--- src/rtl/rom_stream_reader_if.sv ---
// Stream-reader bundle: command, status, ROM port and output stream.
// No logic of its own; it carries the ROM address/data and the valid/ready stream.
// Back-pressure rides on OUT_READY; the ROM side has none.
interface rom_stream_reader_if #(
    parameter int AW = 14,
    parameter int DW = 24
);
    logic          START;
    logic [AW-1:0] BASE;
    logic [AW:0]   LEN;
    logic          BUSY;
    logic          DONE;
    logic [AW-1:0] ROM_A;
    logic          ROM_OE;
    logic [DW-1:0] ROM_Q;
    logic [DW-1:0] OUT_DATA;
    logic          OUT_VALID;
    logic          OUT_READY;
`ifdef ROM_RD_CHECKSUM_EN
    logic [DW-1:0] CHECKSUM;

    modport master (
        input  START, BASE, LEN, ROM_Q, OUT_READY,
        output BUSY, DONE, ROM_A, ROM_OE, OUT_DATA, OUT_VALID, CHECKSUM
    );
    modport slave (
        output START, BASE, LEN, ROM_Q, OUT_READY,
        input  BUSY, DONE, ROM_A, ROM_OE, OUT_DATA, OUT_VALID, CHECKSUM
    );
`else
    modport master (
        input  START, BASE, LEN, ROM_Q, OUT_READY,
        output BUSY, DONE, ROM_A, ROM_OE, OUT_DATA, OUT_VALID
    );
    modport slave (
        output START, BASE, LEN, ROM_Q, OUT_READY,
        input  BUSY, DONE, ROM_A, ROM_OE, OUT_DATA, OUT_VALID
    );
`endif
endinterface

--- src/rtl/rom_stream_reader.sv ---
// Walks a ROM address window and streams the words out in address order (optional ROM_RD_CHECKSUM_EN adds CHECKSUM).
// Latency: START edge to OUT_VALID is 2 cycles; one word per cycle when OUT_READY stays high.
// Back-pressure: issue stalls (ROM_A held) once FIFO words plus the in-flight read reach FIFO_DEPTH.
module rom_stream_reader #(
    parameter int AW         = 14,
    parameter int DW         = 24,
    parameter int FIFO_DEPTH = 4
) (
    input logic              CK,
    input logic              RST_N,
    rom_stream_reader_if.master bus
);
    localparam int PW = $clog2(FIFO_DEPTH);
    localparam int CW = PW + 1;

    typedef enum logic [1:0] {IDLE, RUN, DRAIN} state_t;

    state_t        state, state_nxt;
    logic [AW-1:0] addr;
    logic [AW:0]   remain;
    logic          inflight;
    logic          done_r;

    logic [DW-1:0] mem [FIFO_DEPTH];
    logic [PW-1:0] wr_ptr, rd_ptr;
    logic [CW-1:0] count;
    logic [CW-1:0] occupancy;

    logic accept, issue, done_set, push, pop;

    // A word reserves its FIFO slot from the cycle its address is issued.
    assign occupancy = count + CW'(inflight);
    assign push      = inflight;
    assign pop       = (count != '0) && bus.OUT_READY;

    // State register.
    always_ff @(posedge CK or negedge RST_N) begin
        if (!RST_N) state <= IDLE;
        else        state <= state_nxt;
    end

    // Next state, command acceptance, issue decision and completion.
    always_comb begin
        state_nxt = state;
        accept    = 1'b0;
        issue     = 1'b0;
        done_set  = 1'b0;
        case (state)
            IDLE: begin
                if (bus.START) begin
                    accept = 1'b1;
                    if (bus.LEN != '0) state_nxt = RUN;
                    else               done_set  = 1'b1;
                end
            end
            RUN: begin
                if (occupancy < CW'(FIFO_DEPTH)) begin
                    issue = 1'b1;
                    if (remain == (AW+1)'(1)) state_nxt = DRAIN;
                end
            end
            DRAIN: begin
                if (!inflight && count == '0) begin
                    state_nxt = IDLE;
                    done_set  = 1'b1;
                end
            end
            default: state_nxt = IDLE;
        endcase
    end

    // Address walker; addr wraps naturally at 2^AW.
    always_ff @(posedge CK or negedge RST_N) begin
        if (!RST_N) begin
            addr     <= '0;
            remain   <= '0;
            inflight <= 1'b0;
            done_r   <= 1'b0;
        end else begin
            if (accept) begin
                addr   <= bus.BASE;
                remain <= bus.LEN;
            end else if (issue) begin
                addr   <= addr + AW'(1);
                remain <= remain - (AW+1)'(1);
            end
            inflight <= issue;
            done_r   <= done_set;
        end
    end

    // FIFO pointers and occupancy; push and pop together leave count unchanged.
    always_ff @(posedge CK or negedge RST_N) begin
        if (!RST_N) begin
            wr_ptr <= '0;
            rd_ptr <= '0;
            count  <= '0;
        end else begin
            if (push) wr_ptr <= wr_ptr + PW'(1);
            if (pop)  rd_ptr <= rd_ptr + PW'(1);
            case ({push, pop})
                2'b10:   count <= count + CW'(1);
                2'b01:   count <= count - CW'(1);
                default: count <= count;
            endcase
        end
    end

    // FIFO storage; contents are meaningless until written, so no reset.
    always_ff @(posedge CK) begin
        if (push) mem[wr_ptr] <= bus.ROM_Q;
    end

`ifdef ROM_RD_CHECKSUM_EN
    logic [DW-1:0] cksum;

    // XOR of every popped word since the last accepted command.
    always_ff @(posedge CK or negedge RST_N) begin
        if (!RST_N)      cksum <= '0;
        else if (accept) cksum <= '0;
        else if (pop)    cksum <= cksum ^ mem[rd_ptr];
    end

    assign bus.CHECKSUM = cksum;
`endif

    assign bus.BUSY      = (state != IDLE);
    assign bus.ROM_OE    = (state != IDLE);
    assign bus.DONE      = done_r;
    assign bus.ROM_A     = addr;
    assign bus.OUT_VALID = (count != '0);
    assign bus.OUT_DATA  = (count != '0) ? mem[rd_ptr] : '0;

endmodule

--- src/flat_wrapper.sv ---
// flat-port wrapper written by rule: the top's interface ports become plain ports
module rom_stream_reader_flat 
#(
    parameter int AW         = 14,
    parameter int DW         = 24,
    parameter int FIFO_DEPTH = 4
)
  (CK, RST_N, bus_START, bus_BASE, bus_LEN, bus_ROM_Q, bus_OUT_READY, bus_BUSY, bus_DONE, bus_ROM_A, bus_ROM_OE, bus_OUT_DATA, bus_OUT_VALID);
  rom_stream_reader_if #(.AW(AW), .DW(DW)) bus_i ();
  input logic CK;
  input logic RST_N;
  input wire logic [$bits(bus_i.START)-1:0] bus_START;
  input wire logic [$bits(bus_i.BASE)-1:0] bus_BASE;
  input wire logic [$bits(bus_i.LEN)-1:0] bus_LEN;
  input wire logic [$bits(bus_i.ROM_Q)-1:0] bus_ROM_Q;
  input wire logic [$bits(bus_i.OUT_READY)-1:0] bus_OUT_READY;
  output wire logic [$bits(bus_i.BUSY)-1:0] bus_BUSY;
  output wire logic [$bits(bus_i.DONE)-1:0] bus_DONE;
  output wire logic [$bits(bus_i.ROM_A)-1:0] bus_ROM_A;
  output wire logic [$bits(bus_i.ROM_OE)-1:0] bus_ROM_OE;
  output wire logic [$bits(bus_i.OUT_DATA)-1:0] bus_OUT_DATA;
  output wire logic [$bits(bus_i.OUT_VALID)-1:0] bus_OUT_VALID;
  assign bus_i.START = bus_START;
  assign bus_i.BASE = bus_BASE;
  assign bus_i.LEN = bus_LEN;
  assign bus_i.ROM_Q = bus_ROM_Q;
  assign bus_i.OUT_READY = bus_OUT_READY;
  assign bus_BUSY = bus_i.BUSY;
  assign bus_DONE = bus_i.DONE;
  assign bus_ROM_A = bus_i.ROM_A;
  assign bus_ROM_OE = bus_i.ROM_OE;
  assign bus_OUT_DATA = bus_i.OUT_DATA;
  assign bus_OUT_VALID = bus_i.OUT_VALID;
  rom_stream_reader #(.AW(AW), .DW(DW), .FIFO_DEPTH(FIFO_DEPTH)) u_core (.CK(CK), .RST_N(RST_N), .bus(bus_i));
endmodule
--- config.mk ---
export PLATFORM = sky130hd
export DESIGN_NAME = rom_stream_reader_flat
export DESIGN_NICKNAME = d
export VERILOG_FILES = /design/src/rtl/rom_stream_reader_if.sv /design/src/rtl/rom_stream_reader.sv /design/src/flat_wrapper.sv
export SDC_FILE = /design/constraint.sdc
export NUM_CORES = 1
export LEC_CHECK = 0
export BUFFER_PORTS_ARGS = -buffer_cell sky130_fd_sc_hd__clkbuf_2
export CORE_MARGIN = 5
export CORE_UTILIZATION = 45
export DETAILED_ROUTE_END_ITERATION = 12
export PLACE_DENSITY = 0.68
export SYNTH_ARGS = -nofsm -noshare
export SYNTH_HDL_FRONTEND = slang
export SYNTH_SLANG_ARGS = --single-unit
--- constraint.sdc ---
create_clock -name CK -period 5.4 [get_ports CK]
set_input_delay 0.27 -clock CK [delete_from_list [all_inputs] [get_ports CK]]
set_output_delay 0.27 -clock CK [all_outputs]
set_load 0.02 [all_outputs]
; ---- After elaboration in Yosys (flattened, before gate mapping)
; Memories as Yosys holds them, arrays and structs flattened.
; Cells that the tools add are included.
[op_classes]
addsub = 7
magnitude_cmp = 1
eq_ne = 10
mux = 22
reduce_logical = 11
[ops]
columns = cell, n
row1 = 15-bit 2-to-1 mux, 2
row2 = 14-bit 2-to-1 mux, 2
row3 = 24-bit 2-to-1 mux, 1
row4 = "15-bit by 1-bit == test with 1-bit output, second input constant", 1
row5 = 15-bit nonzero test, 1
row6 = "15-bit by 1-bit subtractor with 15-bit output, second input constant", 1
row7 = "14-bit by 1-bit adder with 14-bit output, second input constant", 1
row8 = 2-bit 2-to-1 mux, 5
row9 = 1-bit 2-to-1 mux, 9
row10 = "2-bit by 1-bit != test with 1-bit output, second input constant", 4
row11 = 2-bit one-hot mux with 3 select lines, 1
row12 = 3-bit one-hot mux with 2 select lines, 1
row13 = 2-bit nonzero test, 3
row14 = 5-bit AND reduction, 1
row15 = "2-bit by 1-bit adder with 2-bit output, second input constant", 2
row16 = "2-bit by 1-bit == test with 1-bit output, second input constant", 2
row17 = "2-bit == test, second input constant", 2
row18 = 3-bit by 1-bit adder with 3-bit output, 1
row19 = "3-bit by 1-bit adder with 3-bit output, second input constant", 1
row20 = 3-bit logical NOT, 1
row21 = "3-bit < comparator, second input constant", 1
row22 = 3-bit nonzero test, 1
row23 = "3-bit by 1-bit subtractor with 3-bit output, second input constant", 1
row24 = 1-bit logical AND, 2
row25 = 4 further kinds, 4
[totals]
ff_bits = 40
ramBits = 96
n_memories = 1
input_bits = 57
[mem_list]
columns = name, words, word_bits, read_ports, rd_clocked_by_memory_dff, wr, line
row1 = u_core.mem, 4, 24, 1, 0, 1, rom_stream_reader.sv:24  ; logic [DW-1:0] mem [FIFO_DEPTH];

; ---- Depth between registers and ports, before layout
[logic_depth]
ltp_word = 6
ltp_mapped = 9
mapped_depth_nobuf = 8

; ---- Least setup slack after synthesis
; OpenSTA, ideal clock, no wires.
[synth_timing]
path_kind = reg2out
from = register u_core.rd_ptr[0]
to = output bus_OUT_DATA[10]
arrival_ns = 1.783
path_slack_ns = 3.347
stages_incl_launch_ff = 5
path_buffers = 2
cell_sequence = dfrtp_1 clkbuf_1 buf_2 mux4_2 and2_1
[synth_via]
elab_chain_len = 2
[synth_lines]
columns = item, line
row1 = start: declaration, rom_stream_reader.sv:25  ; logic [PW-1:0] wr_ptr, rd_ptr;
row2 = start signal: assignment, rom_stream_reader.sv:100  ; if (pop) rd_ptr <= rd_ptr + PW'(1);
row3 = memory 4 x 24 bit, n/a
row4 = 24-bit 2-to-1 mux, rom_stream_reader.sv:132  ; assign bus.OUT_DATA = (count != '0) ? mem[rd_ptr] : '0;
row5 = end: declaration, flat_wrapper.sv:21  ; output wire logic [$bits(bus_i.OUT_DATA)-1:0] bus_OUT_DATA;
; No other way between the ends.

; ---- Final worst setup path
[layout_timing]
from = register u_core.rd_ptr[0]
to = output bus_OUT_DATA[2]
; The elaborated chain is that of the path after synthesis.

==> summary.txt <==
Crit start category: flip-flop
Worst-margin pin slew: 1.06 ns
Max-slew headroom: 29.1%
Total GRT Usage: 16.3%
Clk sinks: 136
Max Fclk: 0.387 GHz
Gpl congestion: 0.801
Initial antenna violation count: 0
WL final: 12.2 mm
Die ar.: 15,500 sq um
CTS-repair resized insts: 0
Total power: 0.00433 W
Worst Path Max Fanout: 26
DRC Markers: 0
CTS Hold Bufs: 0
Flop2flop setup slack: 2.82 ns
Area post-placement: 6560 sq um
Final setup violation count: 0
Initial Util: 46.3%
Routed WL per cell: 17.6 um
Seq pwr share: 38.9%
Cell variety after synth: 41
Worst R2R Start: u_core.state[0]$_DFFE_PN0P_
Vias: 3,725
Core area: 12,700 sq um
Area grow syn2layout: 20.7%
Final net count: 570
Share of cells above drive strength 1: 32.1%
Clock Latency Late Sink: 0.41 ns
Antenna cells: 0
Setup Buffers After CTS: 0
Port Buf Inserts: 98
CTS Buf Count: 17
Synth Cell Area: 5890 sq um
Ports: 99
CP Data Required Time: 5.13 ns
HPWL Detailed: 8.00 mm
Internal power: 0.00274 W
Synthesized net count: 468
TritonCTS clock tree: built
RSZ-0062 raised after global routing: false
Die W: 124 um
Finished Cell Area: 7110 sq um
Fin Clk Skew: 0.00668 ns
Sequential share of the synthesized area: 65.9%
Sw Ratio: 36.8%
P_sw: 0.00159 W
Via density: 5.41
Worst setup endpoint: bus_OUT_DATA[2]
Fin crit period: 2.58 ns
Crit Path Class: flip-flop to output pin
Yosys warning count: 0
Max Cap Violations: 0
Antenna-violating nets left: 0
DR iter-0 viols: 258
Critical Path Source: u_core.rd_ptr[0]$_DFFE_PN0P_
H-tree depth: 4
Drt pass-1 iters: 6
Register bit total from synthesis: 136
Status: finished, final reports clean
Critical path endpoint category: output pin
VDD IR max: 0.291 mV
Reg2Reg Depth: 5
CTS Buffer Depth: 2
Die Height: 124 um
# rows: 41
Largest net degree at the start of global routing: 41
Leak: 2.74 nW
GRT overflow: 0
TNS Setup: 0 ns
PD cells: 609 nW/um^2
CTS root buffer: clkbuf_16
First-pass GRT wire length: 20.0 mm
Worst-path clk slew: 0.06 ns
Min-Delay Path Class: input pin to async pin
Number of global-route vias before repair: 3,947
Combinational Power Share: 36.5%
Gate Count Post-Synth: 402
Period Utilization, post-route: 47.8%
Final hold violation count: 0
Final Max Tran Viols: 0
CP Data Arrival Time: 2.31 ns
Syn Area/Cell: 14.7 sq um
R2r endpoint: u_core.bus.ROM_A[4]$_DFFE_PN0P_
Clock Power Share: 24.6%
[per-layer routing]
metal	track usage (%)	vias to the layer above	routed length, um
li1	-	1759	-
met1	20.2	1866	5210
met2	27.3	88	6310
met3	5.02	12	478
met4	5.74	0	158
met5	0	-	0
[critical path: stages, from the launching register on]
cell and delay (ns):
dfrtp_2 0.94, mux4_2 0.61, and2_1 0.18, clkbuf_2 0.16
[flip-flops by register name, summed over array words and instances (netlist names)]
| register | flops |
|---|---|
| u_core.bus.DONE | 1 |
| u_core.mem | 96 |
| u_core.inflight | 1 |
| u_core.count | 3 |
| u_core.wr_ptr | 2 |
| u_core.remain | 15 |
| u_core.state | 2 |
| u_core.bus.ROM_A | 14 |
| u_core.rd_ptr | 2 |
[cells in the mapped netlist, drive strengths merged]
library cell	n	area [sq um]
edfxtp	96	2880
dfrtp	40	1000
nand2	33	124
and2	30	188
mux4	24	541
nor2	18	67.6
o21ai	17	85.1
clkbuf	13	48.8
nand3	13	65.1
inv	12	45.0
o311ai	10	95.1
buf	8	42.5
ha	8	100
nor3	8	40.0
a221o	7	70.1
nor4	7	43.8
or3	7	53.8
xor2	7	61.3
a21oi	6	30.0
o211ai	6	45.0
a31oi	4	25.0
a21o	3	22.5
a32oi	3	26.3
nand4	3	18.8
nor3b	3	22.5
a32o	2	20.0
and4	2	17.5
mux2i	2	20.0
or2	2	12.5
xnor2	2	17.5
a22oi	1	7.51
and3	1	6.26
and3b	1	8.76
fa	1	20.0
nand3b	1	7.51
o221ai	1	8.76
[power by group through the flow]
stage | clock [W] | combinational (W) | sequential [W]
global placement | 0 | 0.00157 | 0.00169
global route | 0.00114 | 0.00172 | 0.00173
floorplan | 0 | 0.00116 | 0.00164
finish | 0.00106 | 0.00158 | 0.00169
detailed placement | 0 | 0.00160 | 0.00171
CTS | 0.00109 | 0.00161 | 0.00169
[metrics by stage]
stage | hold slack, ns | instances | util, % | worst slack, ns
final | 0.0353 | 689 | 55.9 | 2.82
after global routing | 0.0567 | 689 | 55.9 | 2.57
after CTS | 0.0525 | 689 | 55.9 | 2.73
after detailed placement | 0.493 | 657 | 51.5 | 2.79
after global placement | 0.484 | 657 | 51.5 | 2.89
after floorplan | -0.0256 | 402 | - | 3.35
[cell usage in the layout, fill, tap and decap left out, types with 8 or more instances in the layout]
| cell type | synthesis | routed |
|---|---|---|
| o21ai_0 | 17 | 17 |
| mux4_2 | 24 | 24 |
| edfxtp_1 | 96 | 96 |
| clkbuf_16 | 0 | 17 |
| nor3_1 | 8 | 8 |
| ha_1 | 8 | 8 |
| nand2_1 | 33 | 33 |
| and2_1 | 30 | 30 |
| nand3_1 | 13 | 13 |
| dfrtp_1 | 40 | 39 |
| o311ai_0 | 8 | 8 |
| inv_1 | 11 | 11 |
| clkbuf_2 | 0 | 98 |
| nor2_1 | 18 | 18 |
[layout make-up]
cell class / count / area [sq um]
sequential: 136 / 3880
tap: 172 / 215
inverter: 12 / 45.0
clock inverter: 15 / 129
clock buffer: 17 / 425
multi-input combinational: 233 / 1870
fill: 1067 / 5610
timing repair buffer: 104 / 536
[logic make-up after synthesis]
family / count (synthesis) / synth area share (%)
buffers and inverters: 33 / 2.32
XOR/XNOR: 9 / 1.34
flip-flops: 136 / 65.9
adder cells (fa/ha/maj): 9 / 2.04
AO/OA/AOI/OAI: 60 / 7.39
AND/OR/NAND/NOR: 129 / 11.5
multiplexers: 26 / 9.52
[worst min-delay path by stage]
stage / slack (ns) / cells past startpoint / start / end
after detailed placement: 0.49 / 1 / bus_ROM_Q[15] / u_core.mem[0][15]$_DFFE_PP_
after global routing: 0.06 / 1 / bus_ROM_Q[3] / u_core.mem[0][3]$_DFFE_PP_
after floorplan: -0.03 / 0 / RST_N / u_core.bus.DONE$_DFF_PN0_
after CTS: 0.05 / 1 / RST_N / u_core.remain[8]$_DFFE_PN0P_
final: 0.04 / 1 / RST_N / u_core.remain[6]$_DFFE_PN0P_
after global placement: 0.48 / 1 / bus_ROM_Q[18] / u_core.mem[0][18]$_DFFE_PP_
Power figures use the tool's default switching activity.
